$ cat src/rtl/mem_port_arbiter.sv
// Two-requester round-robin arbiter for a byte-wide Bambu-style master memory port.
// A grant is held until the memory strobes DataRdy or the watchdog expires.
module mem_port_arbiter #(
  parameter int ADDR_W  = 13,
  parameter int DATA_W  = 8,
  parameter int SIZE_W  = 4,
  parameter int TIMEOUT = 1024
) (
  input  logic              clock,
  input  logic              reset,
  input  logic              m0_oe_ram,
  input  logic              m0_we_ram,
  input  logic [ADDR_W-1:0] m0_addr_ram,
  input  logic [DATA_W-1:0] m0_Wdata_ram,
  input  logic [SIZE_W-1:0] m0_data_ram_size,
  output logic [DATA_W-1:0] m0_Rdata_ram,
  output logic              m0_DataRdy,
  input  logic              m1_oe_ram,
  input  logic              m1_we_ram,
  input  logic [ADDR_W-1:0] m1_addr_ram,
  input  logic [DATA_W-1:0] m1_Wdata_ram,
  input  logic [SIZE_W-1:0] m1_data_ram_size,
  output logic [DATA_W-1:0] m1_Rdata_ram,
  output logic              m1_DataRdy,
  output logic              Mout_oe_ram,
  output logic              Mout_we_ram,
  output logic [ADDR_W-1:0] Mout_addr_ram,
  output logic [DATA_W-1:0] Mout_Wdata_ram,
  output logic [SIZE_W-1:0] Mout_data_ram_size,
  input  logic [DATA_W-1:0] M_Rdata_ram,
  input  logic              M_DataRdy,
  output logic [1:0]        grant,
  output logic              err_timeout,
  output logic              err_conflict
);

  localparam int WD_W = $clog2(TIMEOUT);
  localparam logic [WD_W-1:0] WDOG_LAST = WD_W'(TIMEOUT - 1);

  typedef enum logic {
    IDLE = 1'b0,
    BUSY = 1'b1
  } state_t;

  state_t            state_q, state_d;
  logic              owner_q, owner_d;
  logic              last_q, last_d;
  logic [WD_W-1:0]   wdog_q, wdog_d;
  logic              err_timeout_q, err_timeout_d;
  logic              err_conflict_q, err_conflict_d;

  logic              req0_s, req1_s;
  logic              conflict_s;
  logic              busy_s;
  logic              own_req_s;

  assign req0_s     = m0_oe_ram | m0_we_ram;
  assign req1_s     = m1_oe_ram | m1_we_ram;
  assign conflict_s = (m0_oe_ram & m0_we_ram) | (m1_oe_ram & m1_we_ram);
  assign busy_s     = (state_q == BUSY);
  assign own_req_s  = owner_q ? req1_s : req0_s;

  // State, ownership and sticky error registers.
  always_ff @(posedge clock or negedge reset) begin
    if (!reset) begin
      state_q        <= IDLE;
      owner_q        <= 1'b0;
      last_q         <= 1'b1;
      wdog_q         <= '0;
      err_timeout_q  <= 1'b0;
      err_conflict_q <= 1'b0;
    end else begin
      state_q        <= state_d;
      owner_q        <= owner_d;
      last_q         <= last_d;
      wdog_q         <= wdog_d;
      err_timeout_q  <= err_timeout_d;
      err_conflict_q <= err_conflict_d;
    end
  end

  // Arbitration, completion and watchdog next-state logic.
  always_comb begin
    state_d        = state_q;
    owner_d        = owner_q;
    last_d         = last_q;
    wdog_d         = wdog_q;
    err_timeout_d  = err_timeout_q;
    err_conflict_d = err_conflict_q | conflict_s;
    case (state_q)
      IDLE: begin
        if (req0_s | req1_s) begin
          state_d = BUSY;
          wdog_d  = '0;
          // Ties go to whichever requester was not served last.
          if (req0_s & req1_s) begin
            owner_d = ~last_q;
          end else begin
            owner_d = req1_s;
          end
        end else begin
          state_d = IDLE;
        end
      end
      BUSY: begin
        if (M_DataRdy) begin
          state_d = IDLE;
          last_d  = owner_q;
        end else if (wdog_q == WDOG_LAST) begin
          state_d       = IDLE;
          last_d        = owner_q;
          err_timeout_d = 1'b1;
        end else begin
          wdog_d = wdog_q + WD_W'(1);
        end
      end
      default: begin
        state_d = IDLE;
      end
    endcase
  end

  // Memory-side mux and requester-side return paths; all zero unless owned.
  always_comb begin
    Mout_oe_ram        = 1'b0;
    Mout_we_ram        = 1'b0;
    Mout_addr_ram      = '0;
    Mout_Wdata_ram     = '0;
    Mout_data_ram_size = '0;
    m0_Rdata_ram       = '0;
    m0_DataRdy         = 1'b0;
    m1_Rdata_ram       = '0;
    m1_DataRdy         = 1'b0;
    grant              = 2'b00;
    if (busy_s) begin
      if (owner_q) begin
        grant        = 2'b10;
        m1_Rdata_ram = M_Rdata_ram;
        m1_DataRdy   = M_DataRdy;
      end else begin
        grant        = 2'b01;
        m0_Rdata_ram = M_Rdata_ram;
        m0_DataRdy   = M_DataRdy;
      end
      // An owner that withdrew its request mid-transaction sees zeros forwarded.
      if (own_req_s) begin
        if (owner_q) begin
          Mout_oe_ram        = m1_oe_ram;
          Mout_we_ram        = m1_we_ram;
          Mout_addr_ram      = m1_addr_ram;
          Mout_Wdata_ram     = m1_Wdata_ram;
          Mout_data_ram_size = m1_data_ram_size;
        end else begin
          Mout_oe_ram        = m0_oe_ram;
          Mout_we_ram        = m0_we_ram;
          Mout_addr_ram      = m0_addr_ram;
          Mout_Wdata_ram     = m0_Wdata_ram;
          Mout_data_ram_size = m0_data_ram_size;
        end
      end else begin
        Mout_oe_ram = 1'b0;
      end
    end else begin
      grant = 2'b00;
    end
  end

  assign err_timeout  = err_timeout_q;
  assign err_conflict = err_conflict_q;

endmodule

$ cat config.mk
export PLATFORM = sky130hd
export DESIGN_NAME = mem_port_arbiter
export DESIGN_NICKNAME = d
export VERILOG_FILES = /design/src/rtl/mem_port_arbiter.sv
export SDC_FILE = /design/constraint.sdc
export NUM_CORES = 1
export LEC_CHECK = 0
export ABC_AREA = 1
export CAP_MARGIN = 20
export CELL_PAD_IN_SITES_DETAIL_PLACEMENT = 1
export CELL_PAD_IN_SITES_GLOBAL_PLACEMENT = 1
export CORE_MARGIN = 5
export CORE_UTILIZATION = 20
export CTS_CLUSTER_SIZE = 24
export DETAILED_ROUTE_END_ITERATION = 10
export GPL_ROUTABILITY_DRIVEN = 0
export PLACE_DENSITY_LB_ADDON = 0.1
export SLEW_MARGIN = 40
export SYNTH_ARGS = -nofsm -noshare
export SYNTH_HDL_FRONTEND = slang
export SYNTH_SLANG_ARGS = --single-unit
$ cat constraint.sdc
create_clock -name clock -period 1.7 [get_ports clock]
set_clock_uncertainty 0.2 [all_clocks]
set_input_delay 0.17 -clock clock [delete_from_list [all_inputs] [get_ports clock]]
set_output_delay 0.17 -clock clock [all_outputs]
set_load 0.1 [all_outputs]
# ---- After elaboration in Yosys (flattened, before gate mapping)
# Index checks and enable logic that the tools add are counted.
# W data, S select, Z words.
dict set report classes {
  order_cmp 0
  add_sub_neg 1
  mux 37
  n_eq_ne 4
  reduce_logical 5
  bitwise 11
  shifts 0
  mul 0
  n_div 0
}
# operator n
set ops {}
lappend ops {{$mux W8} 7}
lappend ops {{$mux W13} 3}
lappend ops {{$mux W10} 3}
lappend ops {{$pmux W10 S2} 1}
lappend ops {{$mux W1} 17}
lappend ops {{$mux W4} 3}
lappend ops {{$add A10 B1 Y10 const B} 1}
lappend ops {{$eq A10 B10 Y1 const B} 1}
lappend ops {{$ne A2 B2 Y1 const B} 3}
lappend ops {{$reduce_and A3 Y1} 2}
lappend ops {{$or A1 B1 Y1} 5}
lappend ops {{$mux W2} 2}
lappend ops {{$reduce_and A2 Y1} 2}
lappend ops {{$and A1 B1 Y1} 3}
lappend ops {{$not A1 Y1} 3}
lappend ops {{$pmux W1 S2} 1}
lappend ops {{$reduce_bool A2 Y1} 1}
dict set report word_totals {
  latchBits 0
  input_bits 65
  wordCells 64
  rom_bits 0
  ram_bits 0
  regBits 15
  memories 0
  output_inout_bits 49
}

# ---- Depth between registers and ports, before layout
# Gate-level depths: netlist of run 1.
dict set report depth {
  word_depth 4
  ltp_mapped 9
  ltp_nobuf 9
}

# ---- Least setup slack after synthesis of run 1
# No wires, ideal clock.
dict set report synth_timing {
  path_kind {reg-to-output}
  from {reg state_q, in the netlist busy_s}
  to {out Mout_we_ram}
  path_slack_ns -1.674
  path_stages_with_launch 7
  arrival_time_ns 3.004
  required_ns 1.330
  n_path_buf 2
  cell_sequence {dfrtp_1 buf_4 inv_2 nor2_4 inv_1 buf_2 o21ai_0}
}
dict set report synth_between {
  elab_chain_len 1
}
# item line_no
set synth_lines {}
lappend synth_lines {{start: declaration} 45} ;# state_t state_q, state_d;
lappend synth_lines {{start signal: assignment} 73} ;# state_q <= state_d;
lappend synth_lines {{$mux W1} 135} ;# if (busy_s) begin
lappend synth_lines {{end: declaration} 26} ;# output logic Mout_we_ram,
# Every way passes these cells.

# ---- Worst setup path after layout of run 1
dict set report layout_timing {
  from {reg state_q, in the netlist busy_s}
  to {out Mout_addr_ram[12]}
}
dict set report layout_between {
  elab_chain_len 1
}
# item line_no
set layout_lines {}
lappend layout_lines {{$mux W13} 135}
lappend layout_lines {{end: declaration} 27} ;# output logic [ADDR_W-1:0] Mout_addr_ram,
# Every way passes these cells.

==> results of run 1 <==
## worst register-to-register path, stage by stage (launching register included)
cell and delay (ns):
dfrtp_1 0.41, ha_4 0.17, nand2_4 0.07, nor2_4 0.16, nand3b_4 0.10, nand2_4 0.11
nand2_8 0.08, buf_12 0.15, nand2_1 0.07, o21ai_2 0.05
## how the worst max path moves through the flow
stage / end / slack, ns / cells past startpoint
final: Mout_addr_ram[12] / -0.30 / 7
after global routing: Mout_addr_ram[12] / -0.36 / 7
after CTS: Mout_addr_ram[0] / -0.28 / 6
after detailed placement: Mout_data_ram_size[1] / -0.21 / 7
after global placement: Mout_addr_ram[10] / -0.14 / 7
after floorplan: Mout_Wdata_ram[1] / -0.28 / 6
## synthesized netlist by cell type
cell      number  area, um2
nand2_1       92        345
o211ai_1       1       7.51
o21ai_0        9       45.0
dfstp_2        1       26.3
a21oi_2        1       8.76
nor2_1        33        124
a21oi_1       31        155
inv_1         22       82.6
nand2_2        3       18.8
buf_2          5       25.0
o21ai_2        4       35.0
buf_4          3       22.5
nor2_2         1       6.26
nand3_1        7       35.0
nand3b_2       1       11.3
o21ai_1        1       5.00
inv_2          3       11.3
dfrtp_1       14        350
ha_1           1       12.5
nor2_4         2       22.5
buf_6          1       11.3
a31o_2         1       8.76
nand4_1        1       6.26
## layer usage
layer | global-route usage | vias to the layer above
li1 | - | 1075
met1 | 0.216 | 1093
met2 | 0.382 | 85
met3 | 0.0219 | 20
met4 | 0.0537 | 0
met5 | 0 | -
## layout make-up
type	count	area share
repair buffers	166	0.514
multi-input cells	189	0.343
flip-flops and latches	15	0.0850
inverters	25	0.0250
well taps	80	0.0224
clock buffers	3	0.00926
clock inverters	1	0.00168
## sequential cells by signal, indices dropped and copies added, names as in the netlist
| name | cells |
|---|---|
| wdog_q | 10 |
| busy_s | 1 |
| err_conflict | 1 |
| err_timeout | 1 |
| last_q | 1 |
| owner_q | 1 |
## cell families after synthesis
kind of cell	count (synthesis)	share of synthesized area
AO/OA/AOI/OAI	48	0.193
buffers and inverters	34	0.111
adder cells (fa/ha/maj)	1	0.00909
AND/OR/NAND/NOR	140	0.414
flip-flops	15	0.274
## power by group through the flow
stage	sequential (uW)	combinational (uW)	clock [uW]
6_report	556	9200	331
3_3_place_gp	553	7880	0
4_1_cts	535	8640	335
5_1_grt	567	9490	357
2_1_floorplan	533	5220	0
3_5_place_dp	560	7950	0
## metrics by stage
step	util	TNS (ns)	setup WS (ns)	instances
5_1_grt	0.660	-13.67	-0.364	479
3_5_place_dp	0.575	-4.73	-0.209	455
2_1_floorplan	-	-7.65	-0.278	238
3_3_place_gp	0.575	-3.35	-0.144	455
4_1_cts	0.618	-9.54	-0.277	468
6_report	0.660	-10.94	-0.304	479
## repair_timing
| action | 4_1_cts | 5_1_grt |
|---|---|---|
| resized for setup | 28 | 52 |
| cloned | 2 | 3 |
| setup endpoints to repair | 46 | 59 |
| pin swaps | 8 | 23 |
| buffers inserted | 7 | 9 |
| hold buffers | 0 | 0 |
==> results.sh, run 1 <==
export IMPL_clock_sinks=15
export IMPL_cellLeakagePower_uw=0.00189
export IMPL_vias=2273
export IMPL_syn_inst=238
export IMPL_failed_checks="setup timing"
export IMPL_clock_latency_ns=0.26
export IMPL_p_int_uw=4230
export IMPL_combPwrFrac=0.912
export IMPL_cp_end_kind="output port"
export IMPL_cts_htree_levels=1
export IMPL_synth_warning_count=0
export IMPL_setup_viol=47
export IMPL_clk_pin_slew_worst_paths_ns=0.08
export IMPL_status="finished, violations left"
export IMPL_hold_class="in -> async"
export IMPL_die_y_um=93.0
export IMPL_worstPathCellList="inv_6 > nor2_4 > buf_6 > buf_12 > nand2_1 > a21oi_4 > buf_12"
export IMPL_numCtsBuffers=3
export IMPL_hpwl_um=6310
export IMPL_dieArea_um2=8640
export IMPL_fmax_ghz=0.499
export IMPL_area_growth_pct=224
export IMPL_min_period_ns=2.00
export IMPL_worstRegToRegCells=9
export IMPL_m1WireLength_um=3590
export IMPL_drv_cap=0
export IMPL_power_density_nw_per_um2=2260
export IMPL_cts_root_buf="clkbuf_8"
export IMPL_slew_headroom=0.789
export IMPL_arrival_ns=1.63
export IMPL_synth_seq_cells=15
export IMPL_max_stage_delay_ns=0.43
export IMPL_ir_worst_vdd_uv=1160
export IMPL_cts_tree="built"
export IMPL_wl_met3_um=392
export IMPL_path_delay_family="buffers and inverters"
export IMPL_fin_worst_hold_slack_ns=0.0206
export IMPL_die_w_um=93.0
export IMPL_pin_count=114
export IMPL_fill_cells=708
export IMPL_avgViaCountPerCell=4.75
export IMPL_critical_path_buf_inv_count=4
export IMPL_critPathSlowestCell="dfrtp_2"
export IMPL_grt_pass1_wl_um=13200
export IMPL_path_class="reg -> out"
export IMPL_core_um2=6760
export IMPL_regToRegEndpoint="wdog_q[8]"
export IMPL_path_common_cell="buf_12"
export IMPL_grt_pass1_vias=2459
export IMPL_final_cell_mix="clkdlybuf4s50_1, buf_12, nand2_1"
export IMPL_drv_slew=0
export IMPL_wl_per_cell_um=20.3
export IMPL_top_layer_used="met4"
export IMPL_cts_max_path_buffers=2
export IMPL_wl_met2_um=5410
export IMPL_dpl_cell_area_um2=3890
export IMPL_drt_first_iter_violations=20
export IMPL_crit_path_start="busy_s"
export IMPL_critPathRequiredTime_ns=1.33
export IMPL_grt_max_degree=16
export IMPL_finalCritPeriodShare=1.18
export IMPL_r2r_start="wdog_q[1]"
export IMPL_p_sw_uw=5860
export IMPL_clkPwrFrac=0.033
export IMPL_n_antenna_cell=0
export IMPL_layout_commonest_cell="clkdlybuf4s50_1"
export IMPL_drc=0
export IMPL_antenna_found_initial=0
export IMPL_drt_pre_antenna_iters=4
export IMPL_hold_viol=0
export IMPL_postSynthAreaPerCell_um2=5.78
export IMPL_fin_ws_ns=-0.304
export IMPL_pwr_share_seq=0.055
export IMPL_seq_area_um2=379
export IMPL_num_rows=30
export IMPL_synth_nets=304
export IMPL_nets=466
export IMPL_swShare=0.581
export IMPL_gr_usage_all_layers=0.194
export IMPL_grt_ovfl_total=0
export IMPL_reg2reg_slack_ns=0.02
export IMPL_port_buffers=113
export IMPL_multi_input_area_um2=1530
export IMPL_rsz0062_at_grt="true"
export IMPL_worst_slew_pin_slew_ns=0.316
export IMPL_start_kind="register"
export IMPL_synthDistinctLibCells=23
export IMPL_ant_nets=0
export IMPL_drive_gt1_frac=0.531
export IMPL_finalInstanceArea_um2=4460
export IMPL_netlist_area_um2=1380
export IMPL_start_util=0.204
export IMPL_routed_wl_um=9740
export IMPL_power_uw=10100
export IMPL_crit_fanout=7
export IMPL_ys_seq_area_frac=0.274
No activity file was read; power rests on OpenSTA's default activity.
==> inputs of run 2 (changes only) <==
Clock period 1.7 ns to 2.25 ns, I/O delays scaled along.
==> results.sh, run 2 (same netlist as run 1, synthesis figures left out) <==
export IMPL_crit_fanout=28
export IMPL_avgViaCountPerCell=4.56
export IMPL_status="complete, no violations"
export IMPL_nets=420
export IMPL_path_class="reg -> out"
export IMPL_start_util=0.204
export IMPL_cp_end_kind="output port"
export IMPL_hpwl_um=5690
export IMPL_finalCritPeriodShare=0.901
export IMPL_setup_tns_ns=0
export IMPL_start_kind="register"
export IMPL_finalInstanceArea_um2=3420
export IMPL_drv_cap=0
export IMPL_wl_per_cell_um=15.6
export IMPL_pin_count=114
export IMPL_regToRegEndpoint="wdog_q[7]"
export IMPL_grt_max_degree=29
export IMPL_fill_cells=775
export IMPL_grt_pass1_vias=2034
export IMPL_ant_nets=0
export IMPL_dp_cells=429
export IMPL_hold_viol=0
export IMPL_critPathSlowestCell="dfrtp_1"
export IMPL_area_growth_pct=148
export IMPL_antenna_found_initial=0
export IMPL_layout_commonest_cell="nand2_1"
export IMPL_routed_wl_um=6740
export IMPL_cts_max_path_buffers=2
export IMPL_clock_sinks=15
export IMPL_cts_root_buf="clkbuf_8"
export IMPL_worst_slew_pin_slew_ns=0.732
export IMPL_worstPathCellList="buf_4 > nand2_2 > inv_2 > buf_12 > nand2_1 > a21oi_4 > buf_12"
export IMPL_cts_tree="built"
export IMPL_final_cell_mix="nand2_1, clkdlybuf4s50_1, buf_12"
export IMPL_drt_first_iter_violations=47
export IMPL_grt_pass1_wl_um=10500
export IMPL_drt_pre_antenna_iters=4
export IMPL_numCtsBuffers=3
export IMPL_largest_register="wdog_q"
export IMPL_cts_htree_levels=1
export IMPL_min_period_ns=2.03
export IMPL_drv_slew=0
export IMPL_fin_ws_ns=0.223
export IMPL_slew_headroom=0.510
export IMPL_dieArea_um2=8640
export IMPL_vias=1976
export IMPL_die_w_um=93.0
export IMPL_fmax_ghz=0.493
export IMPL_fin_cells=433
export IMPL_die_y_um=93.0
export IMPL_setup_viol=0
export IMPL_critPathRequiredTime_ns=1.82
export IMPL_clk_pin_slew_worst_paths_ns=0.07
export IMPL_holdBufCountCts=0
export IMPL_rsz0062_at_grt="false"
export IMPL_worstRegToRegCells=9
export IMPL_largest_reg_flops=10
export IMPL_dpl_cell_area_um2=3370
export IMPL_cts_repair_resize_count=0
export IMPL_postCtsSetupBuffers=0
export IMPL_reg2reg_slack_ns=0.27
export IMPL_r2r_start="wdog_q[0]"
export IMPL_core_um2=6760
export IMPL_port_buffers=113
export IMPL_grt_ovfl_total=0
export IMPL_gr_usage_all_layers=0.149
export IMPL_num_rows=30
export IMPL_arrival_ns=1.60
export IMPL_max_stage_delay_ns=0.35
export IMPL_dp_slack_ns=0.244
export IMPL_n_antenna_cell=0
export IMPL_path_common_cell="buf_12"
export IMPL_drive_gt1_frac=0.314
export IMPL_drc=0
export IMPL_clock_latency_ns=0.25
export IMPL_hold_class="in -> async"
run 2: cell type report:
cell class | instances | area [um2] | area share
Clock buffer | 3 | 41.3 | 0.0121
Clock inverter | 1 | 5.00 | 0.00146
Inverter | 25 | 93.8 | 0.0275
Multi-Input combinational cell | 189 | 1110 | 0.326
Sequential cell | 15 | 377 | 0.110
Tap cell | 80 | 100 | 0.0293
Timing Repair Buffer | 120 | 1690 | 0.494
run 2: how the worst max path moves through the flow:
stage | end | startpoint
final | Mout_data_ram_size[2] | busy_s
after floorplan | Mout_we_ram | busy_s
after CTS | Mout_Wdata_ram[6] | busy_s
after global placement | Mout_addr_ram[11] | m1_we_ram
after global routing | Mout_addr_ram[5] | busy_s
after detailed placement | Mout_addr_ram[6] | m1_we_ram
run 2: stage by stage:
step	utilization	hold WS, ns
4_1_cts	0.506	0.230
2_1_floorplan	-	-0.271
3_5_place_dp	0.499	0.270
5_1_grt	0.506	0.262
3_3_place_gp	0.499	0.265
6_report	0.506	0.207
run 2: critical path: cells and delay by family, from the launching register on:
kind,cells,cell delay [ns]
and+or+nand+nor,2,0.19
AOI/OAI and AO/OA,1,0.19
buffers and inverters,4,0.61
DFF,1,0.35
run 2: per-layer routing:
layer	up-vias	routed length [um]	share of wire	GRT usage
met5	-	0	0	0
met4	0	116	0.017	0.0281
met3	8	450	0.067	0.0341
met2	75	3330	0.49	0.268
met1	917	2840	0.42	0.182
li1	976	-	-	-
Power of run 2 is left out: the tool's default activity adds up to more than one toggle a clock period on the data nets, which glitch-free logic cannot reach.
